<file path="config.mk">
export PLATFORM = sky130hd
export DESIGN_NAME = cam_subarray_ctrl
export DESIGN_NICKNAME = d
export VERILOG_FILES = /design/src/rtl/cam_subarray_ctrl.sv
export SDC_FILE = /design/constraint.sdc
export NUM_CORES = 1
export LEC_CHECK = 0
export ABC_AREA = 1
export CORE_MARGIN = 5
export CORE_UTILIZATION = 49
export DETAILED_ROUTE_END_ITERATION = 10
export GPL_ROUTABILITY_DRIVEN = 0
export GPL_TIMING_DRIVEN = 0
export MAX_ROUTING_LAYER = met4
export PLACE_DENSITY_LB_ADDON = 0.2
export SYNTH_ARGS = -nofsm -noshare
export SYNTH_HDL_FRONTEND = slang
export SYNTH_SLANG_ARGS = --single-unit
</file>
<file path="constraint.sdc">
create_clock -name CLK -period 7 [get_ports CLK]
set_input_delay 0.7 -clock CLK [delete_from_list [all_inputs] [get_ports CLK]]
set_output_delay 0.7 -clock CLK [all_outputs]
set_load 0.05 [all_outputs]
</file>
<file path="src/rtl/cam_subarray_ctrl.sv">
// Command sequencer for one CAM subarray: accepts one command at a time, drives the
// subarray port bundle through DRIVE/CAPTURE/UPDATE and returns tag, hit and count.
module cam_subarray_ctrl #(
  parameter int DATA_W = 32,
  parameter int CMP_AW = 10,
  parameter int PPG_AW = 6
) (
  input  logic              CLK,
  input  logic              RST,
  input  logic              cmd_valid,
  output logic              cmd_ready,
  input  logic [2:0]        cmd_op,
  input  logic [2:0]        cmd_smode,
  input  logic              cmd_addr_select,
  input  logic [CMP_AW-1:0] cmd_cmp_addr,
  input  logic [PPG_AW-1:0] cmd_ppg_addr,
  input  logic [1:0]        cmd_cmp_data,
  input  logic [1:0]        cmd_ppg_data,
  input  logic [DATA_W-1:0] cmd_data,
  input  logic              cmd_upd_value,
  input  logic              cmd_dst_sel,
  input  logic [4:0]        cmd_dst_row,
  output logic              rsp_valid,
  input  logic              rsp_ready,
  output logic [DATA_W-1:0] rsp_tag,
  output logic              rsp_hit,
  output logic [5:0]        rsp_count,
  output logic              rsp_err,
  output logic              cam_chip_enable,
  output logic [2:0]        cam_operation_mode,
  output logic              cam_addr_select,
  output logic [CMP_AW-1:0] cam_cmp_addr,
  output logic [PPG_AW-1:0] cam_ppg_addr,
  output logic [1:0]        cam_cmp_data,
  output logic [1:0]        cam_ppg_data,
  output logic [DATA_W-1:0] cam_data_in,
  output logic              cam_update_signal,
  output logic [DATA_W-1:0] cam_tag_in,
  input  logic [DATA_W-1:0] cam_tag_out
);

  localparam logic [2:0] OP_WRITE    = 3'b000;
  localparam logic [2:0] OP_UPDATE   = 3'b001;
  localparam logic [2:0] OP_SRCH_UPD = 3'b111;

  typedef enum logic [2:0] {IDLE, DRIVE, CAPTURE, UPDATE, RESP} state_t;

  state_t state, state_nxt;

  logic              accept;
  logic              smode_bad;
  logic [2:0]        op_q;
  logic [DATA_W-1:0] data_q;
  logic              upd_q;
  logic              dst_sel_q;
  logic [4:0]        dst_row_q;
  logic [5:0]        tag_pop;

  logic              ce_d;
  logic [2:0]        mode_d;
  logic              asel_d;
  logic [CMP_AW-1:0] cmp_addr_d;
  logic [PPG_AW-1:0] ppg_addr_d;
  logic [1:0]        cmp_data_d;
  logic [1:0]        ppg_data_d;
  logic [DATA_W-1:0] data_in_d;
  logic              upd_sig_d;
  logic [DATA_W-1:0] tag_in_d;

  function automatic logic is_search_mode(input logic [2:0] m);
    return (m >= 3'b010) && (m <= 3'b110);
  endfunction

  assign accept    = cmd_valid && (state == IDLE);
  assign smode_bad = (cmd_op == OP_SRCH_UPD) && !is_search_mode(cmd_smode);

  always_ff @(posedge CLK or posedge RST) begin
    if (RST) state <= IDLE;
    else     state <= state_nxt;
  end

  always_comb begin
    state_nxt = state;
    case (state)
      IDLE:    if (accept) state_nxt = smode_bad ? RESP : DRIVE;
      DRIVE:   state_nxt = (op_q == OP_WRITE || op_q == OP_UPDATE) ? RESP : CAPTURE;
      CAPTURE: state_nxt = (op_q == OP_SRCH_UPD) ? UPDATE : RESP;
      UPDATE:  state_nxt = RESP;
      RESP:    if (rsp_ready) state_nxt = IDLE;
      default: state_nxt = IDLE;
    endcase
  end

  // The cam_* bundle is registered, so its next value is prepared on the edge that
  // enters DRIVE or UPDATE; everywhere else only the chip enable drops.
  always_comb begin
    cmd_ready  = (state == IDLE);
    rsp_valid  = (state == RESP);
    ce_d       = 1'b0;
    mode_d     = cam_operation_mode;
    asel_d     = cam_addr_select;
    cmp_addr_d = cam_cmp_addr;
    ppg_addr_d = cam_ppg_addr;
    cmp_data_d = cam_cmp_data;
    ppg_data_d = cam_ppg_data;
    data_in_d  = cam_data_in;
    upd_sig_d  = cam_update_signal;
    tag_in_d   = cam_tag_in;
    if (accept && !smode_bad) begin
      ce_d       = 1'b1;
      mode_d     = (cmd_op == OP_SRCH_UPD) ? cmd_smode : cmd_op;
      asel_d     = cmd_addr_select;
      cmp_addr_d = cmd_cmp_addr;
      ppg_addr_d = cmd_ppg_addr;
      cmp_data_d = cmd_cmp_data;
      ppg_data_d = cmd_ppg_data;
      data_in_d  = cmd_data;
      upd_sig_d  = cmd_upd_value;
      tag_in_d   = (cmd_op == OP_UPDATE) ? cmd_data : '0;
    end else if (state == CAPTURE && op_q == OP_SRCH_UPD) begin
      ce_d      = 1'b1;
      mode_d    = OP_UPDATE;
      asel_d    = dst_sel_q;
      upd_sig_d = upd_q;
      tag_in_d  = cam_tag_out & data_q;
      if (dst_sel_q) ppg_addr_d[2:0] = dst_row_q[2:0];
      else           cmp_addr_d[4:0] = dst_row_q;
    end
  end

  always_ff @(posedge CLK or posedge RST) begin
    if (RST) begin
      cam_chip_enable    <= 1'b0;
      cam_operation_mode <= '0;
      cam_addr_select    <= 1'b0;
      cam_cmp_addr       <= '0;
      cam_ppg_addr       <= '0;
      cam_cmp_data       <= '0;
      cam_ppg_data       <= '0;
      cam_data_in        <= '0;
      cam_update_signal  <= 1'b0;
      cam_tag_in         <= '0;
    end else begin
      cam_chip_enable    <= ce_d;
      cam_operation_mode <= mode_d;
      cam_addr_select    <= asel_d;
      cam_cmp_addr       <= cmp_addr_d;
      cam_ppg_addr       <= ppg_addr_d;
      cam_cmp_data       <= cmp_data_d;
      cam_ppg_data       <= ppg_data_d;
      cam_data_in        <= data_in_d;
      cam_update_signal  <= upd_sig_d;
      cam_tag_in         <= tag_in_d;
    end
  end

  always_comb begin
    tag_pop = '0;
    for (int i = 0; i < DATA_W; i++) tag_pop = tag_pop + {5'b0, cam_tag_out[i]};
  end

  // Response fields are cleared at accept so write/update/illegal commands report a zero tag.
  always_ff @(posedge CLK or posedge RST) begin
    if (RST) begin
      op_q      <= '0;
      data_q    <= '0;
      upd_q     <= 1'b0;
      dst_sel_q <= 1'b0;
      dst_row_q <= '0;
      rsp_tag   <= '0;
      rsp_hit   <= 1'b0;
      rsp_count <= '0;
      rsp_err   <= 1'b0;
    end else if (accept) begin
      op_q      <= cmd_op;
      data_q    <= cmd_data;
      upd_q     <= cmd_upd_value;
      dst_sel_q <= cmd_dst_sel;
      dst_row_q <= cmd_dst_row;
      rsp_tag   <= '0;
      rsp_hit   <= 1'b0;
      rsp_count <= '0;
      rsp_err   <= smode_bad;
    end else if (state == CAPTURE) begin
      rsp_tag   <= cam_tag_out;
      rsp_hit   <= |cam_tag_out;
      rsp_count <= tag_pop;
    end
  end

endmodule

</file>
Word-level counts from Yosys, hierarchy flattened
Index checks and enable logic that the tools add are counted.
{ "word_totals": {"regBits": 175, "out_inout_bits": 132, "elab_cells": 114} }
{ "classes": {"add_sub_neg": 31, "n_lt_le_gt_ge": 2, "eq_ne": 11, "mux": 30, "bitwise": 1, "reduce_logical": 17} }
{ "ops": {"columns": ["operator", "n"], "rows": [
  ["two-way mux 32 bit", 5],
  ["adder 6 x 1 -> 6 bit", 26],
  ["two-way mux 3 bit", 11],
  ["bitwise AND 32 bit", 1],
  ["OR reduction 32 bit", 1],
  ["two-way mux 5 bit", 3],
  ["case mux 3 bit (5 select lines)", 1],
  ["two-way mux 6 bit", 2],
  ["equality test 3 x 1 -> 1 bit, second input constant", 3],
  ["equality test 3 bit, second input constant", 3],
  ["two-way mux 1 bit", 8],
  ["adder 5 x 1 -> 6 bit", 1],
  ["equality test 3 x 2 -> 1 bit, second input constant", 2],
  ["logical NOT 3 bit", 2],
  ["inequality test 2 x 1 -> 1 bit, second input constant", 3],
  ["AND reduction 2 bit", 3],
  ["nonzero test 2 bit", 3],
  ["adder 4 x 1 -> 5 bit", 1],
  ["logical AND 1 bit", 5],
  ["adder 3 x 1 -> 4 bit", 1],
  ["adder 2 x 1 -> 3 bit", 1],
  [">= comparator 3 x 2 -> 1 bit, second input constant", 1],
  ["less-or-equal comparator 3 bit, second input constant", 1],
  ["adder 1 x 1 -> 2 bit", 1],
  ["other kinds (2)", 3]
]} }

Depth between registers and ports, before layout
Gate-level depths: netlist of run 1.
{ "logic_depth": {"word_depth": 33, "ltp_mapped": 17} }

Worst setup path after synthesis of run 1
OpenSTA, ideal clock, no wires.
{ "synth_path": {"kind": "input to register", "startpoint": "in cam_tag_out[0]", "endpoint": "reg rsp_count[4]", "arrival_time_ns": 4.745, "required_time_ns": 6.875, "path_slack_ns": 2.131, "stages": 16, "n_path_buf": 0, "cell_sequence": "inv_1 fa_1 fa_1 fa_1 fa_1 fa_1 fa_1 inv_1 ha_1 fa_1 nand2_1 inv_1 o21ai_0 nand2_1 nand3_1 nand3_1"} }
{ "synth_via": {"elab_chain_cells": 33} }
{ "synth_lines": {"columns": ["element", "line", "text"], "rows": [
  ["start: declaration", "39", "input logic [DATA_W-1:0] cam_tag_out"],
  ["adder 1 x 1 -> 2 bit", "159", "for (int i = 0; i < DATA_W; i++) tag_pop = tag_pop + {5'b0, cam_tag_out[i]};"],
  ["adder 2 x 1 -> 3 bit", "159", null],
  ["adder 3 x 1 -> 4 bit", "159", null],
  ["adder 4 x 1 -> 5 bit", "159", null],
  ["adder 5 x 1 -> 6 bit", "159", null],
  ["adder 6 x 1 -> 6 bit (26 in series)", "159", null],
  ["two-way mux 6 bit", "184", "end else if (state == CAPTURE) begin"],
  ["two-way mux 6 bit", "174", "end else if (accept) begin"],
  ["end signal: assignment", "187", "rsp_count <= tag_pop;"],
  ["end: declaration", "27", "output logic [5:0] rsp_count,"]
]} }
Every way passes these cells. The select of a mux whose other input is x is not followed.
A chain may end at the register's enable or synchronous reset.

Worst setup path after layout of run 1
Same ends and word-level chain as after synthesis.

==> results.yml, run 1 <==
cts:
  cts_root_buffer: "clkbuf_16"
  cts_resized: 0
  clock-sinks: 175
  postCtsSetupBuffers: 0
  clk_latency_ns: 0.43
  htreeDepth: 4
  clkSlewWorstSetupHoldPaths_ns: 0.06
  hold_buffers: 0
  cts_made_buffers: 17
  tritoncts: "built"
  cts_buffer_depth: 2
finish:
  antenna_cells: 0
  utilization_pct: 68.6
  drive_gt1_share_pct: 6.10
  n_fill_cell: 1432
  syn_to_final_growth_pct: 37.6
  nNetsFinal: 1449
logic_synthesis:
  netlist_instances: 1062
  syn_avg_cell_area_um2: 8.08
  synth_top_cell_area_share_pct: 51.0
  synth-seq-cells: 175
  synthAdderAreaFrac_pct: 6.76
  synthesis.area_um2: 8580
  synth_xor_xnor_area_share_pct: 0.102
  yosysWarnings: 0
  synth_compound_gate_area_share_pct: 6.54
  netlist-cell-type-count: 29
  seq_area_frac_synth_pct: 51.0
  synth_top_family_by_area: "simple AND/OR/NAND/NOR gates"
  synthMuxAreaShare_pct: 0
  yosysMostFrequentCell: "nand2_1"
  synth_flop_cell: "dfrtp_1"
  yosys-top-cells-count: "nand2_1, dfrtp_1, inv_1, nand3_1, o21ai_0"
  synthTopCellsByArea: "dfrtp_1, nand2_1, inv_1"
  synth-edff-count: 0
  async_flop_share_pct: 100
  netlist.top_cell.by_area: "dfrtp_1"
  syn_nets: 1196
  synth_simple_gate_area_share_pct: 25.9
timing:
  slew_headroom_pct: 57.8
  worst_pin_slew_ns: 0.633
  final-hold-violation-count: 0
  skew_ns: 0.00811
  rsz0062_at_grt: "false"
  slew_violations: 0
  finalCriticalPeriod_ns: 5.35
  fmax_mhz: 187
  setup_viol: 0
  whs_ns: 0.473
  finalSetupTns_ns: 0
  period_share_pct: 76.5
critical_path:
  crit_buf_inv: 4
  critPathCapture: "rsp_count[4]"
  critPathKind: "in2reg"
  critical_path.top_delay_family: "adder cells"
  crit_chain: "clkdlybuf4s50_1, inv_1, fa_1, fa_1, fa_1, fa_1, fa_1, fa_1, inv_1, ha_1, fa_1, nand2_1, inv_1, o21ai_0, nand2_1, nand3_1, nand3_1"
  critPathMaxFanout: 3
  cp_slowest_cell: "fa_1"
  r2r_slack_ns: 5.09
  startpoint_type: "primary input"
  startpoint: "cam_tag_out[0]"
  arrival_ns: 5.66
  critPathMaxStageDelay_ns: 0.58
  worstPathRequired_ns: 7.31
  r2r_end: "cam_tag_in[18]"
  r2r-start: "state[0]"
  cp-end-kind: "register"
  crit_top_cell: "fa_1"
  rr_worst_depth: 8
  cp.depth: 17
detailed_routing:
  via_count: 7754
  drtIter0Drc: 558
  ant_nets: 0
  remaining_drc_errors: 0
  vias_per_cell: 5.00
  dr.pass1.iters: 6
  wl_um: 25600
  wl_per_cell_um: 16.5
status:
  status: "completed"
global_routing:
  antenna_found_initial: 0
  grt_pass1_wl_um: 40500
  grtUsageTotal_pct: 26.2
  grt_pass1_vias: 7739
  grt.overflow.total: 0
  grt_max_degree: 121
power:
  pwr_density_cell_nw_per_um2: 504
  ir_drop_uv: 304
  p_leak_nw: 6.12
  total_power_mw: 5.95
floorplan:
  io_pins: 234
  num_rows: 48
  die_h_um: 142
  dieWidth_um: 142
  die_area_um2: 20300
  start_util_pct: 49.8
  core_area_um2: 17200
min_path:
  hp-class: "reg2reg"
  hp-start: "rsp_count[0]"
job:
  maxCapViolCount: 0
place:
  port_buffers: 233
  place_hpwl_um: 19300
==> metal layers <==
metal | GRT usage (%) | vias to the layer above | part of all wire, %
met5 | - | - | 0
met4 | 8.25 | 0 | 2.0
met3 | 4.57 | 36 | 7.4
met2 | 40.8 | 304 | 47
met1 | 35.4 | 3646 | 43
li1 | - | 3768 | -
==> worst min path at each step <==
| stage | end | slack, ns | depth (start not counted) |
|---|---|---|---|
| after detailed placement | rsp_tag[19] | 0.46 | 2 |
| final | rsp_count[0] | 0.47 | 2 |
| after floorplan | dst_row_q[0] | 0.44 | 2 |
| after global placement | rsp_tag[14] | 0.45 | 2 |
| after global routing | cam_ppg_addr[4] | 0.50 | 2 |
| after CTS | rsp_tag[19] | 0.48 | 2 |
==> worst reg2reg max path, cell delays in order, from the launching register on <==
cell	delay, ns
dfrtp_1	0.43
inv_1	0.13
nand3_2	0.19
nor2_1	0.36
inv_2	0.11
nand2_2	0.17
buf_2	0.24
nand2_1	0.14
nand2_1	0.08
==> layout make-up <==
cell class,count,area (um^2),share of cell area [%]
Timing Repair Buffer,234,2360,20.0
Inverter,142,541,4.57
Clock buffer,19,443,3.75
Tap cell,225,282,2.38
Multi-Input combinational cell,693,3370,28.6
Buffer,52,298,2.52
Clock inverter,12,140,1.19
Sequential cell,175,4380,37.1
==> per-stage QoR <==
stage                     instance area, um^2  setup slack (ns)  cells
after global routing                    11800              1.43   1552
after floorplan                          8580              1.55   1062
after detailed placement                11200              1.24   1521
final                                   11800              1.65   1552
after global placement                  11200            -0.845   1520
after CTS                               11800              1.68   1552
==> power by group <==
part	total [mW]	switching, mW	internal (mW)
clock network	0.948	0.413	0.535
logic	3.33	2.23	1.10
registers	1.68	0.238	1.44
==> cell families (layout without fill, tap and decap cells) <==
logic type / Yosys count / after routing
flip-flops: 175 / 175
adder cells (fa/ha/maj): 32 / 32
buffers and inverters: 194 / 459
AND/OR/NAND/NOR: 549 / 549
AO/OA/AOI/OAI: 111 / 111
XOR/XNOR: 1 / 1
==> placed cells by master (no fill, tap or decap), drive strengths merged <==
cell type	count
nand2	390
o31ai	1
clkinvlp	6
clkinv	5
o21a	1
clkdlybuf4s50	233
nand3b	2
nor3	3
o21ai	106
nand3	97
nor2	54
inv	141
nand4	2
a31oi	1
bufinv	2
buf	38
clkbuf	34
fa	24
xnor2	1
a21oi	2
or2	1
ha	8
dfrtp	175
==> state kept, by name, indices dropped and copies added, names as in the netlist, 3 cells and up <==
register,cells
cam_cmp_addr,10
cam_data_in,32
cam_operation_mode,3
cam_ppg_addr,6
cam_tag_in,32
data_q,32
dst_row_q,5
op_q,3
rsp_count,6
rsp_tag,32
state,3
No activity file was read; power rests on OpenSTA's default activity.
==> run 2: changes to the inputs <==
- clock period: 7 -> 5 ns (I/O delays scaled with it)
==> run 2 against run 1 <==
Sequential power rose by 40%. Critical path depth unchanged. Flip-flop and latch count stayed put. Count of clock-buffer cells in the layout stayed put. First-iteration DRC count increased by 2.7%. Non-clock buffer count rose by 4. Die area unchanged. Sequential share of layout area is 0.23 points lower.
==> results.yml, run 2 (synthesis results as in run 1) <==
status:
  status: "completed"
detailed_routing:
  drtIter0Drc: 573
  via_count: 7784
  vias_per_cell: 5.00
  ant_nets: 0
  remaining_drc_errors: 0
  dr.pass1.iters: 5
  wl_per_cell_um: 16.6
  wl_um: 25800
cts:
  hold_buffers: 0
  htreeDepth: 4
  cts_made_buffers: 17
  cts_buffer_depth: 2
  tritoncts: "built"
  clkSlewWorstSetupHoldPaths_ns: 0.07
  cts_root_buffer: "clkbuf_16"
  clock-sinks: 175
  clk_latency_ns: 0.43
finish:
  nNetsFinal: 1453
  layout_commonest_cell: "nand2_1"
  final_cell_mix: "nand2_1, clkdlybuf4s50_1, dfrtp_1"
  syn_to_final_growth_pct: 38.5
  finalNonFillerCells: 1557
  drive_gt1_share_pct: 7.36
  antenna_cells: 0
critical_path:
  worstPathRequired_ns: 5.32
  r2r-start: "state[0]"
  cp-end-kind: "register"
  r2r_end: "cam_tag_in[18]"
  critPathMaxFanout: 4
  startpoint_type: "primary input"
  rr_worst_depth: 8
  critPathKind: "in2reg"
  arrival_ns: 5.08
  r2r_slack_ns: 3.09
timing:
  slew_violations: 0
  worst_pin_slew_ns: 0.630
  period_share_pct: 95.3
  finalSetupTns_ns: 0
  whs_ns: 0.436
  worst_slack_ns: 0.237
  rsz0062_at_grt: "false"
  skew_ns: 0.00743
  slew_headroom_pct: 57.9
  finalCriticalPeriod_ns: 4.76
  setup_viol: 0
  final-hold-violation-count: 0
  fmax_mhz: 210
global_routing:
  grtUsageTotal_pct: 26.9
  grt_pass1_wl_um: 41500
  grt.overflow.total: 0
  antenna_found_initial: 0
  grt_pass1_vias: 7971
  grt_max_degree: 43
floorplan:
  die_area_um2: 20300
  start_util_pct: 49.8
  num_rows: 48
  io_pins: 234
  dieWidth_um: 142
  core_area_um2: 17200
  die_h_um: 142
power:
  ir_drop_uv: 491
  pwr_density_cell_nw_per_um2: 706
  total_power_mw: 8.40
  pwr-share-seq_pct: 28.0
  internal_power_mw: 4.27
  swShare_pct: 49.1
  p_leak_nw: 6.27
  clkPwrFrac_pct: 15.2
  switchingPower_mw: 4.12
  power.share.combinational_pct: 56.8
job:
  maxCapViolCount: 0
min_path:
  worstHoldPathCells: 3
  hp-class: "in2reg"
  hold_path_end: "rsp_tag[0]"
  hp-start: "cam_tag_out[0]"
place:
  dpl.cell_count: 1524
  place_ws_ns: -0.611
  port_buffers: 233
  place_hpwl_um: 19900
==> run 2: through the flow <==
step                util (%)  instance area (um^2)
global placement        65.0                 11200
CTS                     68.7                 11800
detailed placement      65.5                 11300
global route            69.0                 11900
floorplan                  -                  8590
finish                  69.0                 11900
==> run 2: worst max-delay path by stage <==
stage                    startpoint      endpoint  slack, ns  cells past startpoint
finish              cam_tag_out[17]  rsp_count[4]       0.24                     17
global route        cam_tag_out[17]  rsp_count[4]       0.15                     17
CTS                 cam_tag_out[11]  rsp_count[4]       0.02                     17
detailed placement   cam_tag_out[0]  rsp_count[4]      -0.61                     17
global placement     cam_tag_out[0]  rsp_count[4]      -0.55                     17
floorplan            cam_tag_out[0]  rsp_count[4]       0.33                     16
==> run 2: critical path, stage by stage <==
cell and delay, ns:
dlygate4sd2_1 0.31, fa_1 0.55, inv_1 0.06, fa_1 0.53, fa_1 0.43, fa_1 0.50
fa_1 0.54, fa_1 0.52, inv_1 0.04, ha_2 0.19, fa_2 0.39, nand2_1 0.06
inv_1 0.05, o21ai_2 0.16, nand2_1 0.07, nand3_1 0.07, nand3_1 0.07
==> run 2: cell type report <==
| cell class | count | area [um^2] |
|---|---|---|
| well taps | 225 | 282 |
| clock inverters | 13 | 106 |
| flip-flops and latches | 175 | 4380 |
| plain buffers | 52 | 298 |
| clock buffers | 19 | 453 |
| fillers | 1420 | 5350 |
| repair buffers | 238 | 2450 |
| multi-input cells | 693 | 3380 |
| inverters | 142 | 537 |
==> run 2: per-layer routing <==
metal	track usage, %	wire, um	up-vias
met5	-	0	-
met4	10.4	720	0
met3	5.54	1980	59
met2	40.7	12000	287
met1	35.9	11100	3653
li1	-	-	3785
==> run 2: power groups by stage <==
stage / combinational (mW) / sequential (mW) / clock [mW]
global placement: 4.62 / 2.34 / 0
finish: 4.77 / 2.35 / 1.28
detailed placement: 4.71 / 2.36 / 0
floorplan: 1.67 / 3.78 / 0
global route: 5.16 / 2.43 / 1.35
CTS: 4.75 / 2.34 / 1.29
==> run 2: repair_timing <==
action | 4_1_cts | 5_1_grt
endpoints found under the setup margin | 1 | 2
resized for setup | 3 | 24
buffers inserted | 0 | 1
pin swaps | 4 | 10
